$ cat src/rtl/parking_pkg.sv
// Shared types and defaults for the parking gate arbiter.
package parking_pkg;

    typedef enum logic {
        IDLE = 1'b0,
        HOLD = 1'b1
    } gate_state_e;

    typedef enum logic {
        ENTRY = 1'b0,
        EXIT  = 1'b1
    } requester_e;

    localparam int unsigned CAPACITY_DEF  = 8;
    localparam int unsigned DOOR_HOLD_DEF = 24;

endpackage : parking_pkg

$ cat src/rtl/gate_hold_timer.sv
// Loadable down-counter that times the door hold-off window.
module gate_hold_timer #(
    parameter int unsigned WIDTH = 5
) (
    input  logic             clk_2Hz,
    input  logic             reset,
    input  logic             load,
    input  logic [WIDTH-1:0] load_value,
    output logic             expired
);

    logic [WIDTH-1:0] count;

    // Load on grant, otherwise count down and rest at zero.
    always_ff @(posedge clk_2Hz or negedge reset) begin
        if (!reset) begin
            count <= '0;
        end else if (load) begin
            count <= load_value;
        end else if (count != '0) begin
            count <= count - WIDTH'(1);
        end
    end

    assign expired = (count == '0);

endmodule : gate_hold_timer

$ cat src/rtl/parking_gate_arbiter.sv
// Shares one barrier door between entry and exit sensors and tracks occupancy.
// Build option: define GATE_ROUND_ROBIN_EN to alternate between entry and exit
// when both are eligible; otherwise exit has fixed priority.
module parking_gate_arbiter
    import parking_pkg::*;
#(
    parameter int unsigned CAPACITY  = CAPACITY_DEF,
    parameter int unsigned DOOR_HOLD = DOOR_HOLD_DEF
) (
    input  logic                             clk_2Hz,
    input  logic                             reset,
    input  logic                             entry_req,
    input  logic                             exit_req,
    output logic                             open_signal,
    output logic                             entry_ack,
    output logic                             exit_ack,
    output logic [$clog2(CAPACITY+1)-1:0]    occupancy,
    output logic                             full,
    output logic                             empty
);

    localparam int unsigned OCC_W   = $clog2(CAPACITY + 1);
    localparam int unsigned TIMER_W = $clog2(DOOR_HOLD);

    gate_state_e      state, state_n;
    requester_e       last_served, last_n;
    logic             entry_prev, exit_prev;
    logic             entry_pend, exit_pend;
    logic             entry_pend_n, exit_pend_n;
    logic             open_n, entry_ack_n, exit_ack_n;
    logic [OCC_W-1:0] occ_n;
    logic             timer_load, timer_expired;
    logic             grant_entry, grant_exit;
    logic             entry_rise, exit_rise;
    logic             entry_elig, exit_elig;

    assign entry_rise = entry_req & ~entry_prev;
    assign exit_rise  = exit_req  & ~exit_prev;
    assign full       = (occupancy == OCC_W'(CAPACITY));
    assign empty      = (occupancy == '0);
    assign entry_elig = entry_pend & ~full;
    assign exit_elig  = exit_pend;

    gate_hold_timer #(
        .WIDTH (TIMER_W)
    ) u_hold_timer (
        .clk_2Hz    (clk_2Hz),
        .reset      (reset),
        .load       (timer_load),
        .load_value (TIMER_W'(DOOR_HOLD - 1)),
        .expired    (timer_expired)
    );

    // Arbitration, occupancy arithmetic and sticky request bookkeeping.
    always_comb begin
        state_n     = state;
        last_n      = last_served;
        occ_n       = occupancy;
        open_n      = 1'b0;
        entry_ack_n = 1'b0;
        exit_ack_n  = 1'b0;
        timer_load  = 1'b0;
        grant_entry = 1'b0;
        grant_exit  = 1'b0;

        case (state)
            IDLE: begin
                if (entry_elig || exit_elig) begin
`ifdef GATE_ROUND_ROBIN_EN
                    grant_entry = entry_elig && (!exit_elig || (last_served == EXIT));
`else
                    grant_entry = entry_elig && !exit_elig;
`endif
                    grant_exit  = !grant_entry;
                    open_n      = 1'b1;
                    timer_load  = 1'b1;
                    state_n     = HOLD;
                    if (grant_entry) begin
                        entry_ack_n = 1'b1;
                        occ_n       = occupancy + OCC_W'(1);
                        last_n      = ENTRY;
                    end else begin
                        exit_ack_n  = 1'b1;
                        // Exit at an empty lot still opens the door but saturates.
                        if (!empty) begin
                            occ_n = occupancy - OCC_W'(1);
                        end
                        last_n      = EXIT;
                    end
                end
            end
            HOLD: begin
                if (timer_expired) begin
                    state_n = IDLE;
                end
            end
            default: state_n = IDLE;
        endcase

        // A fresh rise wins over a same-edge grant clear.
        entry_pend_n = entry_rise | (entry_pend & ~grant_entry);
        exit_pend_n  = exit_rise  | (exit_pend  & ~grant_exit);
    end

    // State, request history and registered outputs.
    always_ff @(posedge clk_2Hz or negedge reset) begin
        if (!reset) begin
            state       <= IDLE;
            last_served <= EXIT;
            entry_prev  <= 1'b0;
            exit_prev   <= 1'b0;
            entry_pend  <= 1'b0;
            exit_pend   <= 1'b0;
            open_signal <= 1'b0;
            entry_ack   <= 1'b0;
            exit_ack    <= 1'b0;
            occupancy   <= '0;
        end else begin
            state       <= state_n;
            last_served <= last_n;
            entry_prev  <= entry_req;
            exit_prev   <= exit_req;
            entry_pend  <= entry_pend_n;
            exit_pend   <= exit_pend_n;
            open_signal <= open_n;
            entry_ack   <= entry_ack_n;
            exit_ack    <= exit_ack_n;
            occupancy   <= occ_n;
        end
    end

endmodule : parking_gate_arbiter

$ cat config.mk
export PLATFORM = sky130hd
export DESIGN_NAME = parking_gate_arbiter
export DESIGN_NICKNAME = d
export VERILOG_FILES = /design/src/rtl/parking_pkg.sv /design/src/rtl/gate_hold_timer.sv /design/src/rtl/parking_gate_arbiter.sv
export SDC_FILE = /design/constraint.sdc
export NUM_CORES = 1
export LEC_CHECK = 0
export CORE_ASPECT_RATIO = 1.2
export CORE_MARGIN = 1
export CORE_UTILIZATION = 52
export CTS_CLUSTER_DIAMETER = 150
export DETAILED_ROUTE_END_ITERATION = 16
export PLACE_DENSITY = 0.79
export SLEW_MARGIN = 10
export SYNTH_ARGS = -nofsm -noshare
export SYNTH_HDL_FRONTEND = slang
export SYNTH_HIERARCHICAL = 1
export SYNTH_SLANG_ARGS = --single-unit
export TNS_END_PERCENT = 5
$ cat constraint.sdc
create_clock -name clk_2Hz -period 3.38 [get_ports clk_2Hz]
set_input_delay 0.676 -clock clk_2Hz [delete_from_list [all_inputs] [get_ports clk_2Hz]]
set_output_delay 0.676 -clock clk_2Hz [all_outputs]
set_load 0.05 [all_outputs]
After elaboration in Yosys (flattened, before gate mapping)
Index checks and enable logic that the tools add are counted.
{"block": "totals", "reg_bits": 17, "wordCells": 55, "out_inout_bits": 9}
{"block": "classes", "n_mux": 18, "n_addsub": 3, "n_reduce_logical": 9, "n_eq_ne": 2, "bitwise": 13}
{"op": "$mux W1", "n": 13}
{"op": "$mux W5", "n": 2}
{"op": "$mux W4", "n": 2}
{"op": "$not A1 Y1", "n": 6}
{"op": "$and A1 B1 Y1", "n": 5}
{"op": "$logic_not A5 Y1", "n": 1}
{"op": "$reduce_bool A5 Y1", "n": 1}
{"op": "$sub A5 B1 Y5 const B", "n": 1}
{"op": "$add A4 B1 Y4 const B", "n": 1}
{"op": "$eq A4 B4 Y1 const B", "n": 1}
{"op": "$logic_not A4 Y1", "n": 1}
{"op": "$sub A4 B1 Y4 const B", "n": 1}
{"op": "$reduce_and A3 Y1", "n": 1}
{"op": "$logic_not A1 Y1", "n": 2}
{"op": "$ne A2 B1 Y1 const B", "n": 1}
{"op": "$or A1 B1 Y1", "n": 2}
{"op": "$pmux W1 S2", "n": 1}
{"op": "$reduce_bool A2 Y1", "n": 1}
{"op": "$logic_and A1 B1 Y1", "n": 1}
{"op": "$logic_or A1 B1 Y1", "n": 1}

Depth between registers and ports, before layout
{"block": "logic_depth", "depth_word": 10, "ltp_mapped": 8, "depth_no_buf": 8}

Cells and area by module
Netlist, hierarchy kept.
{"mod": "parking_gate_arbiter", "cells_each": 59, "area_per_inst_um2": 620.6, "n_inst": 1, "seq_area_each_um2": 300.3}
{"mod": "gate_hold_timer", "cells_each": 27, "area_per_inst_um2": 279.0, "n_inst": 1, "seq_area_each_um2": 125.1}

Worst setup path before layout
No wires, ideal clock.
{"block": "synth_path", "path_kind": "reg-to-output", "start": "register occupancy[0]", "end": "output port empty", "t_required_ns": 2.704, "path_buffers": 0, "path_slack_ns": 0.451, "t_arrival_ns": 2.253, "stages_incl_launch_ff": 2, "path_cell_list": "dfrtp_1 > nor4_1"}
{"block": "synth_via", "elab_chain_cells": 1}
{"item": "start, declared", "line": "parking_gate_arbiter.sv:17", "text": "output logic [$clog2(CAPACITY+1)-1:0] occupancy,"}
{"item": "start signal, assigned", "line": "parking_gate_arbiter.sv:128", "text": "occupancy <= occ_n;"}
{"item": "$logic_not A4 Y1", "line": "parking_gate_arbiter.sv:40", "text": "assign empty = (occupancy == '0);"}
{"item": "end, declared", "line": "parking_gate_arbiter.sv:19", "text": "output logic empty"}
No other way between the ends.

Final worst setup path
{"block": "layout_path", "start": "register occupancy[1]", "end": "output port full"}
{"block": "layout_via", "elab_chain_cells": 1}
{"item": "$eq A4 B4 Y1", "line": "parking_gate_arbiter.sv:39", "text": "assign full = (occupancy == OCC_W'(CAPACITY));"}
{"item": "end, declared", "line": "parking_gate_arbiter.sv:18", "text": "output logic full,"}
No other way between the ends.

==> impl_metrics.py <==
metrics = {
    "outcome": {
        "outcome": "finished clean",
    },
    "finish": {
        "drive_gt1_share_pct": 9.80,
        "fillCellCount": 132,
        "syn_to_final_growth_pct": 18.6,
        "seq_area_um2": 425,
        "diodes": 0,
        "post-route-util_pct": 65.8,
        "final_nets": 111,
        "finalInstanceArea_um2": 1070,
        "multi_input_area_um2": 439,
    },
    "synth": {
        "synthTopCellsByCount": "dfrtp_1 (17), inv_1 (9), nand2_1 (7), o21ai_0 (7), xnor2_1 (4)",
        "yosys_warnings": 6,
        "synth_area_per_cell_um2": 10.5,
        "syn-cell-area_um2": 900,
        "synth_ff_type": "dfrtp_1",
        "synth_cell_types": 35,
        "synthCells": 86,
        "yosysSeqAreaShare_pct": 47.3,
        "synth_edf_count": 0,
        "synth.area.top_cells": "dfrtp_1 (47%), ha_1 (4.2%), o21ai_0 (3.9%)",
        "synth_most_common_cell": "dfrtp_1",
        "yosys.area.top_type": "dfrtp_1",
        "synthArstFlopShare_pct": 100,
        "synth_top_area_share_pct": 47.3,
        "ys_seq_elements": 17,
    },
    "cts": {
        "cts_inserted_buffers": 3,
        "h-tree-depth": 1,
        "root_buffer": "clkbuf_4",
        "cts_sinks": 17,
        "cts_resized": 0,
        "post_cts_buffers": 0,
        "cts_tree": "yes",
        "clkTransAtPathRegs_ns": 0.10,
        "ctsHoldBuffers": 0,
        "clk_latency_ns": 0.28,
        "clockBufferDepth": 2,
    },
    "critical_path": {
        "cp.required_ns": 2.70,
        "slowest_stage": "clkdlybuf4s50_1",
        "cp-end-kind": "output port",
        "timing.rr.end": "occupancy[3]",
        "r2r_setup_slack_ns": 0.78,
        "reg2reg_from": "occupancy[1]",
        "critPathKind": "register to output port",
        "r2r_cells": 8,
        "crit_buf_inv": 2,
        "worst_path_largest_cell_delay_ns": 0.79,
        "crit_chain": "or4b_4 > inv_1 > clkdlybuf4s50_1",
        "worstPathArrival_ns": 2.28,
        "start_kind": "register",
        "crit_family": "buffers and inverters",
        "path_max_fanout": 9,
    },
    "timing": {
        "fin_crit_ns": 2.96,
        "skew_ns": 0.00265,
        "maxSlewHeadroom_pct": 49.9,
        "rsz0062_at_grt": "no",
        "setup_tns_ns": 0,
        "period_share_pct": 87.4,
        "tightest_slew_ns": 0.750,
        "max_freq_mhz": 338,
        "final_max_slew_viol_count": 0,
        "final-setup-viol-count": 0,
        "hold_viol_final": 0,
    },
    "global_routing": {
        "grt_pass1_vias": 571,
        "grt_util_all_layers_pct": 18.6,
        "grt_max_degree": 18,
        "grt_overflow": 0,
        "grt_first_pass_wirelength_um": 2400,
        "antenna_found_initial": 0,
    },
    "power_and_ir_drop": {
        "worst_ir_drop_vdd_uv": 647,
        "power.density_nw_per_um2": 1030,
        "leakagePower_nw": 0.457,
        "total_power_mw": 1.09,
    },
    "detailed_routing": {
        "drc": 0,
        "vias": 682,
        "drt_iter0_markers": 19,
        "postRouteAntennaNets": 0,
        "wirelength_um": 1600,
        "wl_per_cell_um": 13.3,
        "first_pass_iters": 4,
        "post_drt_via_cell_ratio": 5.68,
    },
    "hold_path": {
        "whs_path_depth": 1,
        "hp-start": "exit_prev",
        "whs_endpoint": "exit_elig",
        "min_path_type": "register to register",
    },
    "die": {
        "initial_utilization_pct": 55.5,
        "core-area_um2": 1620,
        "io_pins": 13,
        "rows": 16,
        "die_h_um": 47.6,
        "fp.dieW_um": 40.0,
        "dieArea_um2": 1900,
    },
    "placement": {
        "place.port_buffers": 12,
        "placed_area_um2": 1040,
        "gp_congestion": 0.865,
        "dpl.hpwl_um": 1150,
    },
    "run": {
        "cap_violations": 0,
    },
}
-- state kept, by name, summed over array words and instances (netlist names) --
signal / flops
entry_ack: 1
entry_pend: 1
entry_prev: 1
exit_ack: 1
exit_elig: 1
exit_prev: 1
occupancy: 4
open_signal: 1
state: 1
u_hold_timer/count: 5
-- routing by layer --
layer | part of all wire (%) | up-vias | track usage, %
li1 | - | 333 | -
met1 | 45 | 336 | 24.0
met2 | 51 | 11 | 30.3
met3 | 3.4 | 2 | 2.79
met4 | 0.50 | 0 | 8.28
met5 | 0 | - | 0
-- worst reg2reg max path, stage by stage (launching register included) --
cell      delay, ns
dfrtp_1        0.50
or4b_4         0.63
nand2_1        0.11
or2_2          0.15
ha_1           0.23
a211oi_1       0.41
o21ai_0        0.16
o41a_1         0.13
o22a_1         0.18
-- kinds of logic (layout without fill, tap and decap cells) --
logic type | Yosys count | in the layout | share of synthesized area, %
buffers and inverters | 12 | 25 | 5.15
other | 2 | 5 | 0.835
AND/OR/NAND/NOR | 21 | 21 | 14.9
AO/OA/AOI/OAI | 24 | 24 | 19.2
adder cells (fa/ha/maj) | 4 | 4 | 6.40
multiplexers | 2 | 2 | 2.36
XOR/XNOR | 4 | 4 | 3.89
flip-flops | 17 | 17 | 47.3
-- stage by stage --
| step | instances | hold slack (ns) | worst slack, ns |
|---|---|---|---|
| 2_1_floorplan | 89 | 0.380 | 0.451 |
| 3_3_place_gp | 116 | 0.405 | 0.775 |
| 3_5_place_dp | 116 | 0.416 | 0.754 |
| 4_1_cts | 120 | 0.429 | 0.426 |
| 5_1_grt | 120 | 0.451 | 0.369 |
| 6_report | 120 | 0.423 | 0.425 |
-- final cells by class --
cell class	count	share of cell area, %
Multi-Input combinational cell	60	41.1
Clock buffer	4	2.46
Timing Repair Buffer	12	11.3
Inverter	9	3.17
Tap cell	18	2.11
Sequential cell	17	39.9
-- how the worst max path moves through the flow --
stage | endpoint | from | slack (ns) | depth (start not counted)
2_1_floorplan | empty | occupancy[0] | 0.45 | 1
3_3_place_gp | full | occupancy[1] | 0.78 | 3
3_5_place_dp | full | occupancy[1] | 0.75 | 3
4_1_cts | full | occupancy[1] | 0.43 | 3
5_1_grt | full | occupancy[1] | 0.37 | 3
6_report | full | occupancy[1] | 0.42 | 3
-- cells in the final DEF, fill, tap and decap left out --
cell type and n:
a21oi_1 2, nor2_1 1, clkdlybuf4s50_1 12, conb_1 5, o22ai_1 1, nor3_1 3
ha_1 3, inv_1 9, o41a_1 1, mux2_2 1, a311oi_1 1, clkbuf_1 1
o21ai_0 7, nor2_2 1, or4_1 1, nand2b_1 2, mux2i_1 1, o21ai_2 1
o21ai_1 1, o31a_1 2, or4b_4 1, dfrtp_1 17, a21oi_4 1, a31oi_1 1
nor4_1 1, o2bb2ai_1 1, a211oi_1 1, nor4b_4 1, or2_2 1, xnor2_1 4
nand2_1 7, clkbuf_4 3, o22a_1 1, fa_1 1, nor2b_1 2, o31ai_1 3
-- power by group --
group,switching (mW),total (mW),internal [mW]
registers,0.118,0.397,0.279
clock network,0.0607,0.106,0.0458
logic,0.332,0.591,0.258
(Power assumes the default switching activity.)
